$ cat src/rtl/iob_asym_fifo_ctrl.sv
// -----------------------------------------------------------------------------
// iob_asym_fifo_ctrl
//
// Purpose:
//   Pointer/flag controller for a FIFO whose write and read ports have
//   different widths. The data itself lives in an external asymmetric RAM.
//   Occupancy is kept in narrow words, where N = min(W_DATA_W, R_DATA_W).
//   One write word is WR narrow words and one read word is RR narrow words.
//   The RAM is expected to place the lowest narrow slice of a wide word at
//   the lowest narrow address (little-endian), and to have a read latency of
//   one cycle.
//
// Optional feature:
//   Define IOB_ASYM_FIFO_ALMOST_EN to add the registered almost_full and
//   almost_empty outputs. Without the macro those ports and their logic are
//   absent, and everything else behaves the same.
//
// Ports:
//   clk             clock
//   rst             synchronous active-high reset
//   w_en / w_data   push request and push data (W_DATA_W)
//   w_full          a whole write word cannot fit
//   r_en / r_data   pop request and pop data (R_DATA_W, valid 1 cycle after pop)
//   r_empty         no complete read word is stored
//   level           occupancy in narrow words (ADDR_W+1 bits)
//   ext_mem_w_*     RAM write port (enable, W_AW-bit address, data)
//   ext_mem_r_*     RAM read port (enable, R_AW-bit address, data in)
//   almost_full     (macro only) level >= 2**ADDR_W - ALMOST_TH
//   almost_empty    (macro only) level <= ALMOST_TH
// -----------------------------------------------------------------------------
module iob_asym_fifo_ctrl #(
    parameter int W_DATA_W  = 16,
    parameter int R_DATA_W  = 8,
    parameter int ADDR_W    = 7,
    parameter int ALMOST_TH = 4,
    // Derived geometry; not meant to be overridden.
    localparam int N    = (W_DATA_W < R_DATA_W) ? W_DATA_W : R_DATA_W,
    localparam int WR   = W_DATA_W / N,
    localparam int RR   = R_DATA_W / N,
    localparam int W_AW = ADDR_W - $clog2(WR),
    localparam int R_AW = ADDR_W - $clog2(RR)
) (
    input  logic                clk,
    input  logic                rst,
    input  logic                w_en,
    input  logic [W_DATA_W-1:0] w_data,
    output logic                w_full,
    input  logic                r_en,
    output logic [R_DATA_W-1:0] r_data,
    output logic                r_empty,
    output logic [ADDR_W:0]     level,
    output logic                ext_mem_w_en,
    output logic [W_AW-1:0]     ext_mem_w_addr,
    output logic [W_DATA_W-1:0] ext_mem_w_data,
    output logic                ext_mem_r_en,
    output logic [R_AW-1:0]     ext_mem_r_addr,
    input  logic [R_DATA_W-1:0] ext_mem_r_data
`ifdef IOB_ASYM_FIFO_ALMOST_EN
    ,
    output logic                almost_full,
    output logic                almost_empty
`endif
);

    localparam int DEPTH = 2 ** ADDR_W;

    localparam logic [ADDR_W:0] WR_L    = (ADDR_W + 1)'(WR);
    localparam logic [ADDR_W:0] RR_L    = (ADDR_W + 1)'(RR);
    // Full as soon as fewer than WR narrow slots remain free.
    localparam logic [ADDR_W:0] FULL_TH = (ADDR_W + 1)'(DEPTH - WR);

    localparam logic [W_AW-1:0] W_ONE = 1;
    localparam logic [R_AW-1:0] R_ONE = 1;

    logic [W_AW-1:0] r_wptr;
    logic [R_AW-1:0] r_rptr;
    logic [ADDR_W:0] r_level;
    logic            r_w_full;
    logic            r_r_empty;

    logic            w_push;
    logic            w_pop;
    logic [ADDR_W:0] w_level_next;

    // Acceptance uses the registered flags only, so a simultaneous pop never
    // makes room for a push in the same cycle (and vice versa).
    always_comb begin
        // NOTE: every always_comb output gets a default first so no path can
        // leave it unassigned and infer a latch.
        w_push       = w_en && !r_w_full && !rst;
        w_pop        = r_en && !r_r_empty && !rst;
        w_level_next = r_level;
        // Add before subtract: an accepted push leaves level <= DEPTH, so the
        // intermediate never wraps.
        if (w_push) w_level_next = w_level_next + WR_L;
        if (w_pop)  w_level_next = w_level_next - RR_L;
    end

    // NOTE: sequential state uses non-blocking assignments so every register
    // samples pre-edge values regardless of statement order.
    always_ff @(posedge clk) begin
        if (rst) begin
            r_wptr    <= '0;
            r_rptr    <= '0;
            r_level   <= '0;
            r_w_full  <= 1'b0;
            r_r_empty <= 1'b1;
        end else begin
            // Pointers are exactly W_AW/R_AW bits wide, so they wrap at the
            // top of memory with no extra cycle.
            if (w_push) r_wptr <= r_wptr + W_ONE;
            if (w_pop)  r_rptr <= r_rptr + R_ONE;
            r_level   <= w_level_next;
            r_w_full  <= (w_level_next > FULL_TH);
            r_r_empty <= (w_level_next < RR_L);
        end
    end

`ifdef IOB_ASYM_FIFO_ALMOST_EN
    localparam logic [ADDR_W:0] AF_TH = (ADDR_W + 1)'(DEPTH - ALMOST_TH);
    localparam logic [ADDR_W:0] AE_TH = (ADDR_W + 1)'(ALMOST_TH);

    logic r_almost_full;
    logic r_almost_empty;

    always_ff @(posedge clk) begin
        if (rst) begin
            r_almost_full  <= 1'b0;
            r_almost_empty <= 1'b1;
        end else begin
            r_almost_full  <= (w_level_next >= AF_TH);
            r_almost_empty <= (w_level_next <= AE_TH);
        end
    end

    assign almost_full  = r_almost_full;
    assign almost_empty = r_almost_empty;
`endif

    // RAM strobes are combinational so the access lands in the accept cycle.
    assign ext_mem_w_en   = w_push;
    assign ext_mem_w_addr = r_wptr;
    assign ext_mem_w_data = w_data;
    assign ext_mem_r_en   = w_pop;
    assign ext_mem_r_addr = r_rptr;

    // Read data comes straight from the RAM's registered output.
    assign r_data  = ext_mem_r_data;
    assign level   = r_level;
    assign w_full  = r_w_full;
    assign r_empty = r_r_empty;

endmodule

$ cat config.mk
export PLATFORM = sky130hd
export DESIGN_NAME = iob_asym_fifo_ctrl
export DESIGN_NICKNAME = d
export VERILOG_FILES = /design/src/rtl/iob_asym_fifo_ctrl.sv
export SDC_FILE = /design/constraint.sdc
export NUM_CORES = 1
export LEC_CHECK = 0
export CORE_MARGIN = 2
export CORE_UTILIZATION = 34
export DETAILED_ROUTE_END_ITERATION = 10
export GPL_ROUTABILITY_DRIVEN = 0
export PLACE_DENSITY = 0.74
export RECOVER_POWER = 100
export SYNTH_ARGS = -nofsm -noshare
export SYNTH_HDL_FRONTEND = slang
export SYNTH_SLANG_ARGS = --single-unit
$ cat constraint.sdc
create_clock -name clk -period 2.9 [get_ports clk]
set_input_delay 0.725 -clock clk [delete_from_list [all_inputs] [get_ports clk]]
set_output_delay 0.725 -clock clk [all_outputs]
set_load 0.05 [all_outputs]
Yosys cells after proc, flatten, opt, wreduce, memory -nomap -nowiden
Index checks and enable logic that the tools add are counted.

Logic and storage cells: 20. Output and inout bits: 49. Register bits after elaboration: 23. Input port bits: 28.

Reduce and logical (&&, ||, !) cells: 7. $lt $le $gt $ge: 2. Muxes and demuxes: 2. Add/subtract/negate cells: 4.

Operators with widths (count): 8-bit 2-to-1 mux (2); 8-bit by 2-bit adder with 8-bit output (second input constant) (1); 8-bit by 7-bit > comparator with 1-bit output (second input constant) (1); 8-bit by 1-bit less-than comparator with 1-bit output (second input constant) (1); 8-bit by 1-bit subtractor with 8-bit output (second input constant) (1); 7-bit by 1-bit adder with 7-bit output (second input constant) (1); 6-bit by 1-bit adder with 6-bit output (second input constant) (1); 1-bit logical AND (4); 1-bit logical NOT (3).

Logic depth before layout (Yosys ltp)
Gate-level depths: netlist of the first run.

Depth after elaboration: 7. Mapped depth: 10. Gate-level depth less buffers: 8.

Worst setup path before layout of the first run
No wires, ideal clock.

Kind: input to register. Start point: input port rst. End point: register r_w_full (netlist: w_full). Path buffers: 2. Required time: 2804 ps. Slack: -47 ps. Stages on the path: 9. Arrival time: 2852 ps. Cell sequence: buf_6 -> or3b_1 -> buf_6 -> inv_8 -> xnor2_1 -> ha_1 -> mux2_2 -> or4b_1 -> o41ai_2.

Word-level cells in the longest chain between the ends: 6.

RTL lines: from (decl) (RTL line 44) `input logic rst,`; 1-bit logical NOT (*) (RTL line 90) `w_push = w_en && !r_w_full && !rst;`; 1-bit logical AND (*) (RTL line 90); via ext_mem_w_en (RTL line 52) `output logic ext_mem_w_en,`; 8-bit 2-to-1 mux (*) (RTL line 95) `if (w_push) w_level_next = w_level_next + WR_L;`; 8-bit by 1-bit subtractor with 8-bit output (RTL line 96) `if (w_pop) w_level_next = w_level_next - RR_L;`; 8-bit 2-to-1 mux (*) (RTL line 96); 8-bit by 7-bit > comparator with 1-bit output (*) (RTL line 114) `r_w_full <= (w_level_next > FULL_TH);`; to (signal assigned) (RTL line 114); to (decl) (RTL line 78) `logic r_w_full;`.

Mark *: on every way through the listed nets, which the timed path passes. The rest lies on a longest branch. A chain may end at the register's enable or synchronous reset.

Worst setup path in the final report of the first run
Start point: input port rst. End point: register r_w_full (netlist: w_full).

Word-level cells in the longest chain between the ends: 6.

RTL lines (RTL line): 1-bit logical NOT (90, 91); 1-bit logical AND (90); 8-bit 2-to-1 mux (95); 8-bit by 1-bit subtractor with 8-bit output (96); 8-bit 2-to-1 mux (96); 8-bit by 7-bit > comparator with 1-bit output (114).

Parallel ways exist; a longest one is shown, timed or not.

==> flow_summary.yaml, run 1 <==
setup_path:
  crit_path_end: "w_full"
  reg2reg_depth: 7
  cp_data_required_time_ns: 3.08
  crit_path_end_kind: "register"
  crit_type: "in -> reg"
  crit_family: "simple AND/OR/NAND/NOR gates"
  r2r-end: "w_full"
  cpPeakStageDelay_ns: 0.50
  start_kind: "input pin"
  crit_path_top_delay_cell: "or4b_4"
  path_depth: 8
  rr_startpoint: "w_full"
  crit_fanout: 3
  rrSetupSlack_ns: 0.49
  crit_buf_inv: 2
  crit_arrival_ns: 2.88
  crit_chain: "dlymetal6s2s_1, or3b_1, inv_8, xnor2_2, ha_1, mux2_4, or4b_4, o41ai_4"
  crit_start: "rst"
global_routing:
  grt_pass1_vias: 1007
  grt_pass1_wl_um: 4305
  overflow: 0
  grt_max_degree: 25
  antenna_found_initial: 0
  track_usage: 0.1231
logic_synthesis:
  synth_area_per_cell_sq_um: 8.758
  synth_seq_cells: 23
  ys.flop_type: "dfxtp_1"
  syn_area_sq_um: 1366
  yosysUniqueCellTypes: 35
  async_reset_ff_frac: 0
  syn-num-nets: 188
  yosys_warnings: 0
  synth_edf_count: 0
  synthCells: 156
  yosysSeqAreaShare: 0.3370
drt:
  vias: 1057
  avgViaCountPerCell: 4.740
  wl_per_cell_um: 11.84
  drtPass1Iterations: 4
  postRouteAntennaNets: 0
  drt_iter0_drc: 30
  drc: 0
  routed_wl_um: 2641
floorplan:
  rows: 23
  start_util: 0.3466
  ios: 77
  dieHeight_um: 67.39
  die_w_um: 67.39
  die-area_sq_um: 4541
  core-area_sq_um: 3943
sta:
  timing.final.crit_share: 0.9306
  min_period_ns: 2.699
  worst_pin_slew_ns: 0.5127
  slew_headroom: 0.6571
  clock.fmax_mhz: 370.5
  finalSetupViolations: 0
  hold_violations: 0
  grt_setup_unrepaired: "no"
  setup_tns_ns: 0
  finalMaxSlewViolations: 0
  skew_ns: 0.001955
cts:
  cts_num_sinks: 23
  cts_hold_buffers: 0
  cts_tree: "done"
  clk_path_buf_depth: 2
  cts_max_level: 1
  path_clk_slew_ns: 0.08
  clock_latency_ns: 0.27
  cts_root_buffer: "clkbuf_8"
  numCtsBuffers: 3
  postCtsSetupRepairBufs: 0
placed_design:
  post-dp-hpwl_um: 2020
  portBuffers: 28
  placed_cell_area_sq_um: 1643
run_status:
  status: "finished clean"
cells_and_area:
  fin_util: 0.4307
  layout_commonest_cell: "dlygate4sd3_1"
  diodes: 0
  drive_above_1_share: 0.1387
  final_cell_area_sq_um: 1698
  syn_to_final_growth_pct: 24.27
  final_cell_mix: "24 x dlygate4sd3_1, 23 x dfxtp_1, 20 x nor2_1, 15 x nand2_1, 11 x xnor2_1"
  nets: 206
power:
  power_mw: 1.009
  p_per_area_nw_per_um2: 594.2
  p_leak_nw: 0.7600
  vdd_drop_max_v: 0.0004260
min_path:
  hold_class: "reg -> reg"
  min_path_cells: 2
flow_run:
  maxCapViolations: 0
-- Yosys cell counts (all sizes together), types with 4 or more instances --
library cell,number,share of area
nand2,15,0.041
nand3,4,0.018
ha,4,0.037
dfxtp,23,0.34
buf,26,0.15
xor2,8,0.051
nand4,7,0.032
nor2,20,0.055
xnor2,12,0.077
inv,4,0.016
-- power by group --
part / switching [mW] / internal [mW] / total (mW)
Combinational: 0.250 / 0.171 / 0.421
Clock: 0.108 / 0.0961 / 0.204
Sequential: 0.0370 / 0.347 / 0.384
-- metrics by stage --
| stage | setup WS, ns | instances | hold WS (ns) |
|---|---|---|---|
| after floorplan | 0.008673 | 156 | 0.7134 |
| after global placement | -0.2603 | 219 | 0.4705 |
| after detailed placement | -0.3226 | 219 | 0.4884 |
| after CTS | 0.003157 | 223 | 0.5009 |
| after global routing | 0.07593 | 223 | 0.5579 |
| final | 0.2012 | 223 | 0.4920 |
-- state kept, by name, indices dropped and copies added (netlist names) --
signal,flops
r_empty,1
w_full,1
ext_mem_r_addr,7
level,8
ext_mem_w_addr,6
-- metal layers --
layer	GRT usage	up-vias	wire, um
li1	-	543	-
met1	0.1694	485	1284
met2	0.1881	27	1194
met3	0.02667	2	133
met4	0.04592	0	29
met5	0	-	0
-- worst register-to-register path: cells and delay by family, from the launching register on --
family	cells	cell delay [ns]
xor+xnor	1	0.12
mux	1	0.27
buf+inv	1	0.11
simple gates	2	0.95
compound gates	1	0.28
fa+ha+maj	1	0.25
flops	1	0.34
-- repair_timing --
action,4_1_cts,5_1_grt
resized for setup,1,5
pin swaps,1,3
endpoints found under the setup margin,2,3
-- kinds of logic (layout without fill, tap and decap cells) --
logic type | count (synthesis) | count (layout) | synth area share
adders and majority gates | 4 | 4 | 0.03663
xor gates and xnor gates | 20 | 20 | 0.1282
muxes | 3 | 3 | 0.02564
and+or+nand+nor | 64 | 64 | 0.2491
DFF | 23 | 23 | 0.3370
AOI/OAI and AO/OA | 9 | 9 | 0.05036
buffers and inverters | 33 | 50 | 0.1731
-- worst min-delay path by stage --
stage                            from           endpoint  slack, ns
floorplan           ext_mem_w_addr[5]  ext_mem_w_addr[5]       0.71
global route        ext_mem_w_addr[5]  ext_mem_w_addr[5]       0.56
CTS                 ext_mem_w_addr[5]  ext_mem_w_addr[5]       0.50
detailed placement  ext_mem_w_addr[5]  ext_mem_w_addr[5]       0.49
finish              ext_mem_w_addr[5]  ext_mem_w_addr[5]       0.49
global placement    ext_mem_w_addr[5]  ext_mem_w_addr[5]       0.47
-- final cells by class --
cell class | instances | area (sq um)
Clock inverter | 1 | 5.005
Fill cell | 381 | 2245
Tap cell | 50 | 62.56
Timing Repair Buffer | 42 | 395.4
Clock buffer | 3 | 41.29
Multi-Input combinational cell | 100 | 710.7
Sequential cell | 23 | 460.4
Inverter | 4 | 22.52
No activity file was read; power rests on OpenSTA's default activity.
==> run 2, diff against run 1 <==
--- a/config.mk
+++ b/config.mk
@@ -6,10 +6,10 @@
 export NUM_CORES = 1
 export LEC_CHECK = 0
 export CORE_MARGIN = 2
-export CORE_UTILIZATION = 34
+export CORE_UTILIZATION = 38
 export DETAILED_ROUTE_END_ITERATION = 10
 export GPL_ROUTABILITY_DRIVEN = 0
-export PLACE_DENSITY = 0.74
+export PLACE_DENSITY = 0.79
 export RECOVER_POWER = 100
 export SYNTH_ARGS = -nofsm -noshare
 export SYNTH_HDL_FRONTEND = slang
==> constraint.sdc (replaced) <==
create_clock -name clk -period 2.7 [get_ports clk]
set_input_delay 0.675 -clock clk [delete_from_list [all_inputs] [get_ports clk]]
set_output_delay 0.675 -clock clk [all_outputs]
set_load 0.05 [all_outputs]
==> run 2 against run 1 <==
Sequential power up 8.1%. Global-route usage up 1.7 points. Utilization up 7.2 points. Highest routed layer unchanged. Wire length up 3.0%. Final cell count down 0.90%. Sequential cell count unchanged. Final area up 0.29%. Register-to-register slack worse by 0.19 ns. Clock skew up 0.0094 ns. Worst hold slack better by 0.0015 ns. First-iteration DRC count up 50%.
==> flow_summary.yaml, run 2 (synthesized netlist as in run 1, its figures left out) <==
cells_and_area:
  final_cell_area_sq_um: 1703
  layout_commonest_cell: "dlygate4sd3_1"
  final_cell_mix: "24 x dlygate4sd3_1, 23 x dfxtp_1, 20 x nor2_1, 15 x nand2_1"
  diodes: 0
  largest_reg_flops: 8
  syn_to_final_growth_pct: 24.63
  nets: 208
  top_register: "level"
  drive_above_1_share: 0.1771
global_routing:
  track_usage: 0.1404
  antenna_found_initial: 0
  grt_pass1_vias: 1053
  overflow: 0
  grt_max_degree: 26
  grt_pass1_wl_um: 4636
setup_path:
  reg2reg_depth: 7
  cp_data_required_time_ns: 2.95
  crit_start: "rst"
  start_kind: "input pin"
  crit_arrival_ns: 2.88
  crit_path_end: "w_full"
  rr_startpoint: "w_full"
  crit_path_end_kind: "register"
  crit_fanout: 3
  r2r-end: "w_full"
  rrSetupSlack_ns: 0.30
  crit_type: "in -> reg"
placed_design:
  post-dp-hpwl_um: 2011
  place_ws_ns: -0.4840
  portBuffers: 28
  placed_cell_area_sq_um: 1669
drt:
  drtPass1Iterations: 4
  wl_per_cell_um: 12.30
  routed_wl_um: 2719
  vias: 1069
  drc: 0
  avgViaCountPerCell: 4.837
  postRouteAntennaNets: 0
  drt_iter0_drc: 45
min_path:
  hold_class: "reg -> reg"
  min_path_cells: 2
cts:
  clock_latency_ns: 0.33
  numCtsBuffers: 3
  cts_root_buffer: "clkbuf_4"
  cts_max_level: 1
  cts_tree: "done"
  clk_path_buf_depth: 2
  cts_hold_buffers: 0
  cts_num_sinks: 23
  path_clk_slew_ns: 0.14
  postCtsSetupRepairBufs: 0
power:
  pwr-share-seq: 0.395
  power_frac_comb: 0.443
  power_frac_clock: 0.161
  p_per_area_nw_per_um2: 616.8
  vdd_drop_max_v: 0.0003296
  p_sw_frac: 0.4082
  power_mw: 1.050
  p_int_uw: 621.7
  p_leak_nw: 0.7519
  power_switching_uw: 428.7
floorplan:
  die-area_sq_um: 4091
  start_util: 0.4031
  ios: 77
  dieHeight_um: 63.96
  die_w_um: 63.96
  rows: 21
  core-area_sq_um: 3390
sta:
  worst_pin_slew_ns: 0.5125
  finalSetupViolations: 0
  grt_setup_unrepaired: "no"
  fin_ws_ns: 0.06955
  finalMaxSlewViolations: 0
  min_period_ns: 2.630
  clock.fmax_mhz: 380.2
  timing.final.crit_share: 0.9742
  slew_headroom: 0.6572
  hold_violations: 0
  skew_ns: 0.01135
run_status:
  status: "finished clean"
flow_run:
  maxCapViolations: 0
-- run 2: through the flow --
step                      std cells  hold WS, ns  TNS, ns    util
after global placement          217       0.4746   -2.095  0.4924
after floorplan                 156       0.7134  -0.1099       -
after global routing            221       0.5326        0  0.5024
final                           221       0.4935        0  0.5024
after detailed placement        217       0.4803   -2.207  0.4924
after CTS                       221       0.5001        0  0.5028
-- run 2: worst min-delay path by stage --
stage                                 start           endpoint  slack, ns
after floorplan           ext_mem_w_addr[5]  ext_mem_w_addr[5]       0.71
after global placement    ext_mem_w_addr[5]  ext_mem_w_addr[5]       0.47
after detailed placement  ext_mem_w_addr[5]  ext_mem_w_addr[5]       0.48
after CTS                 ext_mem_w_addr[5]  ext_mem_w_addr[5]       0.50
after global routing      ext_mem_w_addr[5]  ext_mem_w_addr[5]       0.53
final                     ext_mem_w_addr[5]  ext_mem_w_addr[5]       0.49
-- run 2: final cells by class --
cell class | count | area, sq um
clock buffers | 3 | 22.52
clock inverters | 1 | 5.005
well taps | 46 | 57.56
multi-input cells | 100 | 734.5
repair buffers | 44 | 395.4
flip-flops and latches | 23 | 460.4
fillers | 327 | 1687
inverters | 4 | 27.53
-- run 2: repair_timing --
item	4_1_cts	5_1_grt
pin swaps	3	1
setup endpoints to repair	5	1
gates resized for setup	5	3
-- run 2: power by group through the flow --
stage	Sequential, mW	Clock (mW)	Combinational (mW)
2_1_floorplan	0.531	0	0.291
6_report	0.415	0.170	0.466
3_3_place_gp	0.423	0	0.469
5_1_grt	0.421	0.183	0.499
3_5_place_dp	0.423	0	0.471
4_1_cts	0.417	0.171	0.481
-- run 2: worst max-delay path, cell delays in order --
cell and delay [ns]:
dlygate4sd2_1 0.26, or3b_4 0.43, inv_12 0.09, xnor2_4 0.11
ha_1 0.25, mux2_4 0.28, or4b_4 0.50, o41ai_4 0.28
-- run 2: layer usage --
metal | vias to the layer above | share of wire | GRT usage
met5 | - | 0 | 0
met4 | 0 | 0.012 | 0.06793
met3 | 4 | 0.056 | 0.02817
met2 | 25 | 0.44 | 0.2109
met1 | 495 | 0.49 | 0.1908
li1 | 545 | - | -
==> run 3, diff against run 2 <==
--- a/config.mk
+++ b/config.mk
@@ -7,6 +7,7 @@
 export LEC_CHECK = 0
 export CORE_MARGIN = 2
 export CORE_UTILIZATION = 38
+export CTS_BUF_LIST = sky130_fd_sc_hd__clkbuf_16
 export DETAILED_ROUTE_END_ITERATION = 10
 export GPL_ROUTABILITY_DRIVEN = 0
 export PLACE_DENSITY = 0.79
==> run 3 against run 2 <==
Non-clock buffer count up 1. Global-route usage rose by 0.98 points. Die area stayed put. Fmax about the same. Wire length increased by 3.6%. Final cell count increased by 0.45%. Largest cell class unchanged. Largest power group unchanged.
==> flow_summary.yaml, run 3 (synthesized netlist as in run 1, its figures left out) <==
run_status:
  status: "finished clean"
cells_and_area:
  largest_reg_flops: 8
  drive_above_1_share: 0.1989
  final_cell_mix: "24 x dlygate4sd3_1, 23 x dfxtp_1, 20 x nor2_1, 15 x nand2_1, 12 x buf_4"
  syn_to_final_growth_pct: 30.04
  fillers: 309
  top_register: "level"
  diodes: 0
  multi_input_area_sq_um: 743.2
  final_cell_area_sq_um: 1777
  seq_area_sq_um: 460.4
  layout_commonest_cell: "dlygate4sd3_1"
  nets: 209
setup_path:
  crit_fanout: 3
  start_kind: "input pin"
  crit_type: "in -> reg"
  crit_path_end_kind: "register"
  crit_arrival_ns: 2.80
  cp_data_required_time_ns: 2.87
cts:
  cts_tree: "done"
  clock_latency_ns: 0.26
  numCtsBuffers: 3
  clk_path_buf_depth: 2
  cts_max_level: 1
  path_clk_slew_ns: 0.06
  cts_hold_buffers: 0
  cts_root_buffer: "clkbuf_16"
  cts_num_sinks: 23
sta:
  fin_ws_ns: 0.07039
  grt_setup_unrepaired: "no"
  finalSetupViolations: 0
  min_period_ns: 2.630
  worst_pin_slew_ns: 0.5176
  timing.final.crit_share: 0.9739
  skew_ns: 0.004924
  clock.fmax_mhz: 380.3
  hold_violations: 0
  finalMaxSlewViolations: 0
  slew_headroom: 0.6538
min_path:
  hold_class: "reg -> reg"
floorplan:
  core-area_sq_um: 3390
  rows: 21
  dieHeight_um: 63.96
  start_util: 0.4031
  die-area_sq_um: 4091
  die_w_um: 63.96
  ios: 77
power:
  p_leak_nw: 0.7858
  power_mw: 1.218
  vdd_drop_max_v: 0.0003334
  p_per_area_nw_per_um2: 685.5
drt:
  vias: 1085
  met3_wirelength_um: 188
  wl_met2_um: 1252
  drtPass1Iterations: 4
  top_layer: "met4"
  wl_per_cell_um: 12.69
  routed_wl_um: 2818
  avgViaCountPerCell: 4.887
  drt_iter0_drc: 43
  m1WireLength_um: 1324
  postRouteAntennaNets: 0
  drc: 0
placed_design:
  place_ws_ns: -0.4840
  placed_cell_area_sq_um: 1669
  portBuffers: 28
  post-dp-hpwl_um: 2011
global_routing:
  antenna_found_initial: 0
  grt_max_degree: 26
  overflow: 0
  grt_pass1_vias: 1082
  track_usage: 0.1501
  grt_pass1_wl_um: 4830
flow_run:
  maxCapViolations: 0
## run 3: cell count changes in the layout (fill, tap and decap cells not counted)
cell,before,now
clkbuf_4,6,4
dlygate4sd2_1,2,1
buf_4,11,12
or4_1,3,2
clkbuf_16,0,3
clkdlybuf4s15_1,0,1
o31ai_2,2,3
clkbuf_1,2,1
o31ai_1,1,0
or4_4,0,1
## run 3: worst paths after layout
kind                     start           endpoint  depth (start not counted)  slack [ns]
max                       w_en             w_full                          8        0.07
min          ext_mem_w_addr[5]  ext_mem_w_addr[5]                          2        0.48
max reg2reg             w_full             w_full                          7        0.36
min reg2reg  ext_mem_w_addr[5]  ext_mem_w_addr[5]                          2        0.48
## run 3: timing repair
item,4_1_cts,5_1_grt
endpoints found under the setup margin,6,3
resized for setup,5,6
pin swaps,3,4
buffers inserted,0,1
## run 3: layout make-up
type | instances | area share
clock buffers | 3 | 0.04225
clock inverters | 1 | 0.002817
inverters | 4 | 0.01549
multi-input cells | 100 | 0.4183
flip-flops and latches | 23 | 0.2592
well taps | 46 | 0.03239
repair buffers | 45 | 0.2296
## run 3: worst max-delay path, cell delays in order
cell           delay [ns]
dlygate4sd2_1        0.22
or3b_4               0.44
inv_12               0.09
xnor2_4              0.11
ha_1                 0.25
mux2_4               0.27
or4b_4               0.55
o41ai_4              0.20
## run 3: per-layer routing
metal,GRT usage,vias to the layer above
li1,-,547
met1,0.1923,505
met2,0.2253,28
met3,0.04401,5
met4,0.08152,0
met5,0,-
## run 3: through the flow
stage,cells,TNS [ns],hold WS (ns),utilization
finish,222,0,0.4840,0.5242
global placement,217,-2.095,0.4746,0.4924
floorplan,156,-0.1099,0.7134,-
detailed placement,217,-2.207,0.4803,0.4924
CTS,221,0,0.4905,0.5183
global route,222,0,0.5227,0.5242
## run 3: power by group
group          internal [mW]  leakage (nW)  switching [mW]
Combinational          0.197         0.558           0.277
Clock                  0.200        0.0409           0.129
Sequential             0.373         0.187          0.0426
